$ cat config.mk
export PLATFORM = sky130hd
export DESIGN_NAME = fetch_stage
export DESIGN_NICKNAME = d
export VERILOG_FILES = /design/src/rtl/fetch_stage.sv
export SDC_FILE = /design/constraint.sdc
export NUM_CORES = 1
export LEC_CHECK = 0
export CAP_MARGIN = 20
export CORE_UTILIZATION = 42
export CTS_CLUSTER_DIAMETER = 120
export DETAILED_ROUTE_END_ITERATION = 8
export PLACE_DENSITY = 0.78
export SLEW_MARGIN = 20
export SYNTH_ARGS = -nofsm -noshare
export SYNTH_HDL_FRONTEND = slang
export SYNTH_SLANG_ARGS = --single-unit
$ cat constraint.sdc
create_clock -name clk -period 7.5 [get_ports clk]
set_input_delay 2.25 -clock clk [delete_from_list [all_inputs] [get_ports clk]]
set_output_delay 2.25 -clock clk [all_outputs]
set_load 0.05 [all_outputs]
$ cat src/rtl/fetch_stage.sv
// ---------------------------------------------------------------------------
// fetch_stage -- Y86-64 pipeline fetch stage
//
// Owns the F pipeline register (predicted PC). Selects the fetch address
// f_pc from the M-stage mispredict path, the W-stage ret path or the
// prediction. Decodes the instruction bytes returned by instruction memory,
// computes valP, the next predicted PC and a status code, and latches the
// results into the D pipeline register under stall/bubble control.
//
// Optional build macro: FETCH_PERF_CNT_EN adds fetch_count / bubble_count.
//
// Ports:
//   clk, reset           rising-edge clock, async active-high reset
//   F_stall              hold F_predPC
//   D_stall, D_bubble    hold / bubble the D register (stall has priority)
//   M_icode,M_Cnd,M_valA mispredicted-branch redirect
//   W_icode, W_valM      ret redirect
//   imem_error, Byte0,   instruction memory response at f_pc
//   Byte19
//   f_pc                 combinational fetch address to instruction memory
//   D_*                  D pipeline register outputs
//   fetch_count,         (FETCH_PERF_CNT_EN only) real loads / bubble loads
//   bubble_count
// ---------------------------------------------------------------------------
module fetch_stage #(
    parameter logic [63:0] RESET_PC = 64'd0
) (
    input  logic        clk,
    input  logic        reset,
    input  logic        F_stall,
    input  logic        D_stall,
    input  logic        D_bubble,
    input  logic [3:0]  M_icode,
    input  logic        M_Cnd,
    input  logic [63:0] M_valA,
    input  logic [3:0]  W_icode,
    input  logic [63:0] W_valM,
    input  logic        imem_error,
    input  logic [7:0]  Byte0,
    input  logic [71:0] Byte19,
    output logic [63:0] f_pc,
    output logic [2:0]  D_stat,
    output logic [3:0]  D_icode,
    output logic [3:0]  D_ifun,
    output logic [3:0]  D_rA,
    output logic [3:0]  D_rB,
    output logic [63:0] D_valC,
    output logic [63:0] D_valP
`ifdef FETCH_PERF_CNT_EN
    ,
    output logic [31:0] fetch_count,
    output logic [31:0] bubble_count
`endif
);

    localparam logic [3:0] I_HALT  = 4'h0;
    localparam logic [3:0] I_NOP   = 4'h1;
    localparam logic [3:0] I_JXX   = 4'h7;
    localparam logic [3:0] I_CALL  = 4'h8;
    localparam logic [3:0] I_RET   = 4'h9;
    localparam logic [3:0] R_NONE  = 4'hF;

    localparam logic [2:0] S_AOK = 3'd1;
    localparam logic [2:0] S_HLT = 3'd2;
    localparam logic [2:0] S_ADR = 3'd3;
    localparam logic [2:0] S_INS = 3'd4;

    typedef struct packed {
        logic [2:0]  stat;
        logic [3:0]  icode;
        logic [3:0]  ifun;
        logic [3:0]  ra;
        logic [3:0]  rb;
        logic [63:0] valc;
        logic [63:0] valp;
    } d_reg_t;

    localparam d_reg_t D_BUBBLE = '{
        stat: S_AOK, icode: I_NOP, ifun: 4'h0, ra: R_NONE, rb: R_NONE,
        valc: 64'd0, valp: 64'd0
    };

    logic [63:0] pred_pc_q;
    d_reg_t      d_q;
    d_reg_t      d_nxt;

    logic        need_regids;
    logic        need_valc;
    logic        instr_valid;
    logic [63:0] valc_reg;   // constant after a register byte
    logic [63:0] valc_noreg; // constant directly after Byte0
    logic [63:0] f_pred_pc;

    // Fetch address: mispredicted branch beats ret, both beat prediction.
    always_comb begin
        if (M_icode == I_JXX && !M_Cnd)
            f_pc = M_valA;
        else if (W_icode == I_RET)
            f_pc = W_valM;
        else
            f_pc = pred_pc_q;
    end

    // Byte19 is big-end-first in the bus, the constant is little-endian in
    // memory, so reverse the byte order for each possible constant position.
    always_comb begin
        valc_reg   = '0;
        valc_noreg = '0;
        for (int i = 0; i < 8; i++) begin
            valc_reg[8*i +: 8]   = Byte19[63-8*i -: 8];
            valc_noreg[8*i +: 8] = Byte19[71-8*i -: 8];
        end
    end

    always_comb begin
        d_nxt = D_BUBBLE;

        if (imem_error) begin
            d_nxt.icode = I_NOP;
            d_nxt.ifun  = 4'h0;
        end else begin
            d_nxt.icode = Byte0[7:4];
            d_nxt.ifun  = Byte0[3:0];
        end

        instr_valid = (d_nxt.icode <= 4'hB);

        case (d_nxt.icode)
            4'h2, 4'h3, 4'h4, 4'h5, 4'h6, 4'hA, 4'hB: need_regids = 1'b1;
            default:                                  need_regids = 1'b0;
        endcase

        case (d_nxt.icode)
            4'h3, 4'h4, 4'h5, 4'h7, 4'h8: need_valc = 1'b1;
            default:                      need_valc = 1'b0;
        endcase

        if (need_regids) begin
            d_nxt.ra = Byte19[71:68];
            d_nxt.rb = Byte19[67:64];
        end else begin
            d_nxt.ra = R_NONE;
            d_nxt.rb = R_NONE;
        end

        if (!need_valc)
            d_nxt.valc = 64'd0;
        else if (need_regids)
            d_nxt.valc = valc_reg;
        else
            d_nxt.valc = valc_noreg;

        // Wraps modulo 2^64 by construction.
        d_nxt.valp = f_pc + 64'd1 + 64'(need_regids)
                   + (need_valc ? 64'd8 : 64'd0);

        if (imem_error)
            d_nxt.stat = S_ADR;
        else if (!instr_valid)
            d_nxt.stat = S_INS;
        else if (d_nxt.icode == I_HALT)
            d_nxt.stat = S_HLT;
        else
            d_nxt.stat = S_AOK;

        // Jumps are predicted taken; call always goes to its target.
        if (d_nxt.icode == I_JXX || d_nxt.icode == I_CALL)
            f_pred_pc = d_nxt.valc;
        else
            f_pred_pc = d_nxt.valp;
    end

    always_ff @(posedge clk or posedge reset) begin
        if (reset)
            pred_pc_q <= RESET_PC;
        else if (!F_stall)
            pred_pc_q <= f_pred_pc;
    end

    always_ff @(posedge clk or posedge reset) begin
        if (reset)
            d_q <= D_BUBBLE;
        else if (D_stall)
            d_q <= d_q;
        else if (D_bubble)
            d_q <= D_BUBBLE;
        else
            d_q <= d_nxt;
    end

    assign D_stat  = d_q.stat;
    assign D_icode = d_q.icode;
    assign D_ifun  = d_q.ifun;
    assign D_rA    = d_q.ra;
    assign D_rB    = d_q.rb;
    assign D_valC  = d_q.valc;
    assign D_valP  = d_q.valp;

`ifdef FETCH_PERF_CNT_EN
    always_ff @(posedge clk or posedge reset) begin
        if (reset) begin
            fetch_count  <= 32'd0;
            bubble_count <= 32'd0;
        end else if (!D_stall) begin
            if (D_bubble)
                bubble_count <= bubble_count + 32'd1;
            else
                fetch_count  <= fetch_count + 32'd1;
        end
    end
`endif

endmodule

==> results of run 1 <==
final timing paths:
check	from	end	cells past startpoint
max	W_icode[0]	f_pc[39]	6
min	D_rB[0]$_DFFE_PP1N_	D_rB[0]$_DFFE_PP1N_	2
max reg2reg	pred_pc_q[0]$_DFFE_PP0N_	D_valP[62]$_DFFE_PP0N_	18
min reg2reg	D_rB[0]$_DFFE_PP1N_	D_rB[0]$_DFFE_PP1N_	2
max in group asynchronous	reset	pred_pc_q[22]$_DFFE_PP0N_	3
min in group asynchronous	reset	D_valP[54]$_DFFE_PP0N_	3
cell usage after synthesis, types with 5 or more instances:
cell / n
inv_1: 31
a22o_1: 89
o22ai_1: 14
mux2_2: 5
dfstp_2: 10
o21bai_1: 6
nor3_1: 48
buf_2: 13
o21ai_0: 100
a21o_1: 9
mux2i_1: 36
nand2b_1: 19
buf_1: 13
nand4_1: 13
clkbuf_1: 87
a31oi_1: 41
dfrtp_1: 201
a21oi_1: 116
xnor2_1: 38
xor2_1: 14
or2_2: 6
nand3_1: 30
o21ai_1: 19
o31a_1: 7
o31ai_1: 13
nand2_1: 399
nor2_1: 82
nor4_1: 17
cell families after synthesis:
logic type	share of synthesized area
AO/OA/AOI/OAI	0.226
multiplexers	0.0329
buffers and inverters	0.0493
adder cells (fa/ha/maj)	0.00297
XOR/XNOR	0.0373
AND/OR/NAND/NOR	0.234
flip-flops	0.418
flip-flops by register name, summed over array words and instances, names as in the netlist:
signal     cells
D_rA           4
pred_pc_q     64
D_rB           4
D_stat         3
D_valC        64
D_icode        4
D_valP        64
D_ifun         4
cell type report:
class                      instances  share of cell area
clock inverter                    12             0.00910
clock buffer                      34              0.0388
inverter                          32             0.00668
multi-input combinational       1193               0.366
tap                              390              0.0263
antenna                            2            0.000270
sequential                       211               0.285
timing repair buffer             469               0.268
routing by layer:
layer  GRT usage  vias to the layer above  share of wire
met1       0.494                     6732           0.41
li1            -                     6194              -
met2       0.546                      925           0.45
met5           0                        -              0
met4       0.103                        0          0.031
met3      0.0740                      111           0.11
worst register-to-register path: stages (launching register included):
cell      delay (ns)
dfrtp_1         0.35
nand2_1         0.05
a21oi_1         0.15
a21o_1          0.16
inv_1           0.06
ha_1            0.23
inv_1           0.09
ha_1            0.20
nand3_1         0.09
o31ai_1         0.19
o21bai_1        0.21
o211ai_1        0.13
buf_4           0.20
nor4_2          0.15
buf_4           0.21
nand2_2         0.15
or4b_4          0.54
xnor2_2         0.15
a22o_1          0.19
power by group through the flow:
stage               Sequential [mW]  Clock (mW)  Combinational [mW]
detailed placement             1.41           0                1.81
global placement               1.41           0                1.80
CTS                            1.39        1.32                1.81
global route                   1.41        1.37                1.91
finish                         1.40        1.31                1.82
floorplan                      1.60           0               0.829
==> results by group, run 1 <==
Synthesis
  – EDFF count, synth: 0
  – Leading area contributor after synthesis: dfrtp_1
  – Synth Cell Area: 12,700 um2
  – Synth cell types: 67
  – Syn Inst Count: 1,556
  – Dominant cells by area after synthesis: dfrtp_1 (40%), nand2_1 (12%), a22o_1 (6.2%)
  – Seq/Total Area, Yosys: 0.418
  – Post-synth top area share: 0.398
  – Synth Flop Type: dfrtp_1
  – Syn Area/Cell: 8.13 um2
  – FF+latch count, synth: 211
  – YS warnings: 0
  – Async SR Flop Fraction: 1.00
  – Synth Net Count: 1,782

Place
  – DP HPWL: 41,200 um
  – Dpl ws: 0.536 ns
  – Placed instance count: 2,295
  – Port bufs: 433
  – Routability cong.: 1.00
  – Placed Area: 17,700 um2

Worst setup path
  – Slowest CP cell: and4bb_2
  – CP max FO: 24
  – Family with the most delay on the worst path: buffers and inverters
  – CP peak stage delay: 0.68 ns
  – CP cell instances: clkdlybuf4s50_1 -> and4bb_2 -> buf_4 -> nand2_1 -> a31oi_1 -> buf_12
  – Data arrival time of the worst path: 4.74 ns
  – Worst path bufs/invs: 3
  – R2R Setup Slk: 3.85 ns
  – WS Path Type: in2out
  – Setup crit end kind: primary output
  – Worst Path Required: 5.25 ns
  – Critical Path Start Type: input port

Power and ir drop
  – Sequential power share: 0.309
  – Internal power: 2.75 mW
  – Leak Pwr: 7.99 nW
  – Design Power: 4.53 mW
  – Comb power frac: 0.402
  – Max IR drop VDD: 167 uV
  – Pwr Density: 244 nW/um2
  – Sw Pwr: 1.78 mW
  – Sw Share: 0.392
  – Clock power share: 0.289

Finish
  – Finished layout cell area: 18,600 um2
  – Post-route insts no fill: 2,343
  – Area Growth Syn to Fin: 46.7%
  – Share of layout cells above drive strength 1: 0.102
  – Post-layout util: 0.626
  – Most frequent cells in the layout: nand2_1 (399), clkdlybuf4s50_1 (367), dfrtp_1 (201)
  – Multi-input logic area: 6790 um2
  – FILL cells: 2,589
  – Net count, final: 2,159
  – Commonest non-fill, non-tap cell in the layout: nand2_1
  – Sequential standard cell area: 5290 um2

Die
  – Die Span X: 176 um
  – Total Die Area: 30,800 um2
  – Initial Utilization: 0.427
  – Rows: 63
  – I/O pin count: 434
  – Core box area: 29,600 um2
  – Die Y: 176 um

Global routing
  – Pin count of the biggest net entering global routing: 171
  – Total track usage: 0.352
  – Initial antenna violation count: 2
  – Vias in the first global route: 13,300
  – First-pass GRT wire length: 82,100 um
  – Total grt overflow: 0

Routing
  – WL per Instance: 23.8 um
  – Vias: 14,000
  – Via/cell ratio: 5.96
  – Initial DRC Count: 1,553
  – TritonRoute pass-1 iters: 6
  – DRC violation count after routing: 0
  – Antenna Nets Post-Route: 0
  – Routed WL: 55,900 um

STA
  – Setup tns final: 0 ns
  – RSZ-0062 raised after global routing: no
  – Finish-stage setup viols: 0
  – Max Clk Rate: 143 MHz
  – WHS: 0.464 ns
  – Min Tclk post-route: 6.99 ns
  – Final worst setup slack: 0.508 ns
  – Period Utilization, post-route: 0.932
  – Final hold viol count: 0
  – Clock Skew: 0.0246 ns
  – Slew margin rel.: 0.256
  – Slew at the pin closest to its max-slew limit: 1.12 ns
  – Final-report max-slew violation count: 0

Clock tree
  – Clk buf depth: 3
  – Worst-Skew Late Latency: 0.55 ns
  – Post-CTS setup buffers: 0
  – Clk sinks: 211
  – Root buffer cell: clkbuf_16
  – TritonCTS buffer count: 26
  – H-tree Lvls: 1
  – Clock slew at reported path FFs: 0.06 ns
  – Post-CTS Hold Buffers: 0
  – Post-CTS sizing: 0
  – CTS tree: yes

Hold path
  – Worst min path class: reg2reg

Job
  – Max Cap Viol: 0

Status
  – Status: complete, no violations
Note: power is estimated with default switching activity, not from simulation.
==> run 2: changes to the inputs <==
--- a/config.mk
+++ b/config.mk
@@ -6,10 +6,12 @@
 export NUM_CORES = 1
 export LEC_CHECK = 0
 export CAP_MARGIN = 20
-export CORE_UTILIZATION = 42
+export CORE_AREA = 2 2 168 170
 export CTS_CLUSTER_DIAMETER = 120
 export DETAILED_ROUTE_END_ITERATION = 8
-export PLACE_DENSITY = 0.78
+export DIE_AREA = 0 0 170 172
+export PLACE_DENSITY = 0.81
+export SETUP_SLACK_MARGIN = 0.3
 export SLEW_MARGIN = 20
 export SYNTH_ARGS = -nofsm -noshare
 export SYNTH_HDL_FRONTEND = slang
==> constraint.sdc (replaced) <==
create_clock -name clk -period 7.3 [get_ports clk]
set_input_delay 2.19 -clock clk [delete_from_list [all_inputs] [get_ports clk]]
set_output_delay 2.19 -clock clk [all_outputs]
set_load 0.05 [all_outputs]
==> results by group, run 2 (synthesis gave the netlist of run 1 again) <==
Clock tree
  – Clock slew at reported path FFs: 0.06 ns (about the same)
  – TritonCTS buffer count: 26 (unchanged)
  – Clk buf depth: 3 (unchanged)
  – H-tree Lvls: 1 (unchanged)
  – Post-CTS Hold Buffers: 0 (unchanged)
  – CTS tree: yes
  – Root buffer cell: clkbuf_16
  – Worst-Skew Late Latency: 0.53 ns (-0.02 ns)
  – Post-CTS sizing: 0 (unchanged)
  – Post-CTS setup buffers: 0 (unchanged)
  – Clk sinks: 211 (unchanged)

STA
  – Slew at the pin closest to its max-slew limit: 1.07 ns (-0.0499 ns)
  – RSZ-0062 raised after global routing: no
  – Setup tns final: 0 ns (unchanged)
  – Final hold viol count: 0 (unchanged)
  – Max Clk Rate: 152 MHz
  – Slew margin rel.: 0.289 (+0.0333)
  – Min Tclk post-route: 6.58 ns
  – Final-report max-slew violation count: 0 (unchanged)
  – Period Utilization, post-route: 0.901
  – WHS: 0.468 ns (+0.00391 ns)
  – Finish-stage setup viols: 0 (unchanged)
  – Clock Skew: 0.0109 ns (-0.0137 ns)

Routing
  – TritonRoute pass-1 iters: 7 (+1)
  – Antenna Nets Post-Route: 0 (unchanged)
  – Vias: 14,000 (+0.21%)
  – Routed WL: 55,500 um (-0.69%)
  – DRC violation count after routing: 0 (unchanged)
  – Initial DRC Count: 1,737 (+12%)
  – Via/cell ratio: 6.10 (+2.3%)
  – WL per Instance: 24.2 um (+1.4%)

Die
  – Core box area: 27,500 um2 (-7.3%)
  – Total Die Area: 29,200 um2 (-5.1%)
  – Rows: 61 (-3.2%)
  – Die Y: 172 um (-2.0%)
  – I/O pin count: 434 (unchanged)
  – Initial Utilization: 0.461 (+0.0336)
  – Die Span X: 170 um (-3.2%)

Hold path
  – WHS Path Cells: 2 (unchanged)
  – Worst min path class: reg2reg
  – Hold wc startpoint: D_rA[3]$_DFFE_PP1N_
  – WHS Endpoint: D_rA[3]$_DFFE_PP1N_

Worst setup path
  – R2R cell count: 17 (-1)
  – Worst Path Required: 5.11 ns (-0.14 ns)
  – Reg2reg end: D_valP[62]$_DFFE_PP0N_
  – Setup crit end kind: primary output
  – WS Path Type: in2out
  – Launch point of the worst reg-to-reg path: pred_pc_q[0]$_DFFE_PP0N_
  – R2R Setup Slk: 3.51 ns (-0.34 ns)
  – Data arrival time of the worst path: 4.39 ns (-0.35 ns)
  – CP max FO: 68 (+180%)
  – Critical Path Start Type: input port

Global routing
  – Pin count of the biggest net entering global routing: 162 (-5.3%)
  – Initial antenna violation count: 3 (+1)
  – Vias in the first global route: 13,200 (-0.52%)
  – Total grt overflow: 0 (unchanged)
  – First-pass GRT wire length: 80,400 um (-2.1%)
  – Total track usage: 0.365 (+0.0124)

Finish
  – Net count, final: 2,152 (-0.32%)
  – Share of layout cells above drive strength 1: 0.0997 (-0.00231)
  – Area Growth Syn to Fin: 46.4%
  – Most frequent cells in the layout: nand2_1 (399), clkdlybuf4s50_1 (367), dfrtp_1 (201)
  – Commonest non-fill, non-tap cell in the layout: nand2_1

Power and ir drop
  – Max IR drop VDD: 190 uV (+14%)
  – Design Power: 4.69 mW (+3.4%)
  – Pwr Density: 253 nW/um2 (+3.6%)
  – Leak Pwr: 7.98 nW (-0.12%)

Place
  – Port bufs: 433 (unchanged)
  – Routability cong.: 1.01 (+1.3%)
  – DP HPWL: 40,700 um (-1.2%)

Job
  – Max Cap Viol: 0 (unchanged)

Status
  – Status: complete, no violations
==> run 2: critical path, cell delays in order <==
cell	delay, ns
clkdlybuf4s50_1	0.53
and4bb_2	0.33
buf_12	0.33
nand2_1	0.10
a31oi_1	0.66
buf_12	0.22
==> run 2: layout make-up <==
type                    instances  area [um2]
inverters                      32         124
clock inverters                 9         126
diodes                          3        7.51
fillers                      2203        8950
well taps                     346         433
flip-flops and latches        211        5290
multi-input cells            1193        6820
clock buffers                  39         771
repair buffers                462        4950
==> run 2: power by group <==
group | internal, mW | switching [mW] | total (mW)
clock network | 0.834 | 0.527 | 1.36
logic | 0.708 | 1.18 | 1.89
registers | 1.32 | 0.121 | 1.44
total | 2.86 | 1.83 | 4.69
==> run 2: how the worst max path moves through the flow <==
stage	from	slack [ns]	cells past startpoint	endpoint
floorplan	M_icode[3]	0.31	20	D_valP[62]$_DFFE_PP0N_
global placement	M_icode[1]	0.79	6	f_pc[58]
detailed placement	M_icode[1]	0.77	7	f_pc[62]
CTS	M_icode[1]	0.77	7	f_pc[62]
global route	M_icode[1]	0.70	7	f_pc[62]
finish	W_icode[3]	0.72	6	f_pc[62]
==> run 2: metrics by stage <==
| stage | instances | setup slack, ns | area [um2] | util |
|---|---|---|---|---|
| floorplan | 1556 | 0.312 | 12700 | - |
| global placement | 2244 | 0.788 | 17600 | 0.641 |
| detailed placement | 2244 | 0.772 | 17600 | 0.641 |
| CTS | 2292 | 0.773 | 18500 | 0.674 |
| global route | 2294 | 0.698 | 18500 | 0.674 |
| finish | 2295 | 0.721 | 18500 | 0.674 |
==> run 2: routing by layer <==
layer / vias up / wire, um / global-route usage
li1: 6192 / - / -
met1: 6669 / 21300 / 0.481
met2: 1006 / 24900 / 0.569
met3: 125 / 7600 / 0.120
met4: 0 / 1680 / 0.117
met5: - / 0 / 0
==> run 3: changes to the inputs <==
==> constraint.sdc (replaced) <==
create_clock -name clk -period 7.5 [get_ports clk]
set_input_delay 2.25 -clock clk [delete_from_list [all_inputs] [get_ports clk]]
set_output_delay 2.25 -clock clk [all_outputs]
set_load 0.05 [all_outputs]
==> results by group, run 3 (synthesis gave the netlist of run 1 again) <==
Finish
  – Area Growth Syn to Fin: 45.9%
  – Share of layout cells above drive strength 1: 0.101 (+0.00108)
  – Most frequent cells in the layout: nand2_1 (399), clkdlybuf4s50_1 (367), dfrtp_1 (201)
  – # diodes: 0 (-3)
  – Net count, final: 2,153 (+0.046%)
  – Finished layout cell area: 18,500 um2 (-0.32%)
  – Post-route insts no fill: 2,291 (-0.17%)
  – Commonest non-fill, non-tap cell in the layout: nand2_1

Job
  – Max Cap Viol: 0 (unchanged)

Clock tree
  – Clk buf depth: 3 (unchanged)
  – H-tree Lvls: 1 (unchanged)
  – Post-CTS sizing: 0 (unchanged)
  – Post-CTS Hold Buffers: 0 (unchanged)
  – Worst-Skew Late Latency: 0.54 ns (about the same)
  – Root buffer cell: clkbuf_16
  – TritonCTS buffer count: 25 (-3.8%)
  – Clk sinks: 211 (unchanged)
  – CTS tree: yes
  – Post-CTS setup buffers: 0 (unchanged)
  – Clock slew at reported path FFs: 0.06 ns (about the same)

STA
  – RSZ-0062 raised after global routing: no
  – Finish-stage setup viols: 0 (unchanged)
  – Final worst setup slack: 0.585 ns (-0.136 ns)
  – Final hold viol count: 0 (unchanged)
  – Period Utilization, post-route: 0.922
  – Setup tns final: 0 ns (unchanged)
  – Clock Skew: 0.0112 ns (+0.000315 ns)
  – Slew at the pin closest to its max-slew limit: 1.14 ns (+0.0691 ns)
  – Slew margin rel.: 0.243 (-0.0461)
  – Final-report max-slew violation count: 0 (unchanged)
  – Min Tclk post-route: 6.91 ns
  – Max Clk Rate: 145 MHz

Place
  – Placed Area: 17,600 um2 (-0.14%)
  – DP HPWL: 40,900 um (+0.49%)
  – Port bufs: 433 (unchanged)
  – Routability cong.: 1.01 (-0.12%)
  – Placed instance count: 2,246 (+0.089%)
  – Dpl ws: 0.658 ns (-0.114 ns)

Die
  – Total Die Area: 29,200 um2 (unchanged)
  – Die Y: 172 um (unchanged)
  – Rows: 61 (unchanged)
  – Initial Utilization: 0.461 (unchanged)
  – Die Span X: 170 um (unchanged)
  – Core box area: 27,500 um2 (unchanged)
  – I/O pin count: 434 (unchanged)

Routing
  – DRC violation count after routing: 0 (unchanged)
  – Routed WL: 55,600 um (+0.18%)
  – Via/cell ratio: 6.16 (+0.98%)
  – Vias: 14,100 (+0.81%)
  – TritonRoute pass-1 iters: 9 (+2)
  – Antenna Nets Post-Route: 0 (unchanged)
  – WL per Instance: 24.3 um (+0.36%)
  – Initial DRC Count: 1,732 (-0.29%)

Worst setup path
  – CP cell instances: clkdlybuf4s50_1 -> and4bb_2 -> buf_12 -> nand2_1 -> a31oi_1 -> buf_12
  – R2R Setup Slk: 3.80 ns (+0.29 ns)
  – Worst Path Required: 5.25 ns (+0.14 ns)
  – Crit path top cell by count: buf_12
  – Family with the most delay on the worst path: buffers and inverters
  – Crit path from: W_icode[0]
  – Launch point of the worst reg-to-reg path: pred_pc_q[0]$_DFFE_PP0N_
  – Slowest CP cell: a31oi_1
  – Data arrival time of the worst path: 4.66 ns (+0.27 ns)
  – CP max FO: 39 (-43%)
  – WS Path Type: in2out
  – Setup crit end kind: primary output
  – Reg2reg end: D_valP[62]$_DFFE_PP0N_
  – Critical Path Stages: 6 (unchanged)
  – Critical Path Start Type: input port
  – CP peak stage delay: 0.65 ns (about the same)
  – R2R cell count: 17 (unchanged)
  – Worst path bufs/invs: 3 (unchanged)

Power and ir drop
  – Pwr Density: 245 nW/um2 (-3.1%)
  – Leak Pwr: 7.96 nW (-0.20%)
  – Max IR drop VDD: 144 uV (-24%)

Global routing
  – Initial antenna violation count: 1 (-2)
  – Vias in the first global route: 13,500 (+2.1%)
  – Total track usage: 0.367 (+0.00239)
  – Pin count of the biggest net entering global routing: 173 (+6.8%)
  – Total grt overflow: 0 (unchanged)
  – First-pass GRT wire length: 81,400 um (+1.3%)

Hold path
  – WHS Path Cells: 2 (unchanged)
  – WHS Endpoint: D_rB[2]$_DFFE_PP1N_
  – Worst min path class: reg2reg
  – Hold wc startpoint: D_rB[2]$_DFFE_PP1N_

Status
  – Status: complete, no violations
[run 3: changes by cell type in the layout (fill, tap and decap cells not counted), sizes merged]
cell and delta:
clkbuf -4, diode -3, buf +2, clkinv +2, clkinvlp -1
[run 3: final cells by class]
| cell class | count | area (um2) |
|---|---|---|
| fill | 2275 | 9010 |
| tap | 346 | 433 |
| inverter | 32 | 124 |
| clock inverter | 10 | 136 |
| sequential | 211 | 5290 |
| timing repair buffer | 464 | 4940 |
| clock buffer | 35 | 733 |
| multi-input combinational | 1193 | 6800 |
[run 3: tightest hold or removal path: stages (launching register included)]
cell and delay, ns:
dfstp_2 0.37, inv_1 0.04, a21oi_1 0.05
[run 3: report_power, final]
group	switching (mW)	internal (mW)	total [mW]	leakage (nW)
logic	1.14	0.684	1.83	4.78
clock network	0.514	0.784	1.30	0.433
registers	0.121	1.28	1.40	2.75
[run 3: worst max-delay path by stage]
stage	endpoint	slack [ns]
2_1_floorplan	D_valP[62]$_DFFE_PP0N_	0.32
5_1_grt	f_pc[62]	0.55
3_3_place_gp	f_pc[62]	0.70
3_5_place_dp	f_pc[62]	0.66
6_report	f_pc[62]	0.59
4_1_cts	f_pc[62]	0.64
[run 3: layer usage]
metal  wire, um  GRT usage
met4       2200      0.139
met2      24800      0.564
met1      22400      0.512
met5         13          0
met3       6240     0.0751
[run 3: through the flow]
step / utilization / power [mW] / hold slack [ns]
after global routing: 0.672 / 4.68 / 0.486
final: 0.672 / 4.53 / 0.464
after CTS: 0.672 / 4.52 / 0.465
after global placement: 0.640 / 3.20 / 0.450
after floorplan: - / 2.44 / 0.439
after detailed placement: 0.640 / 3.22 / 0.455
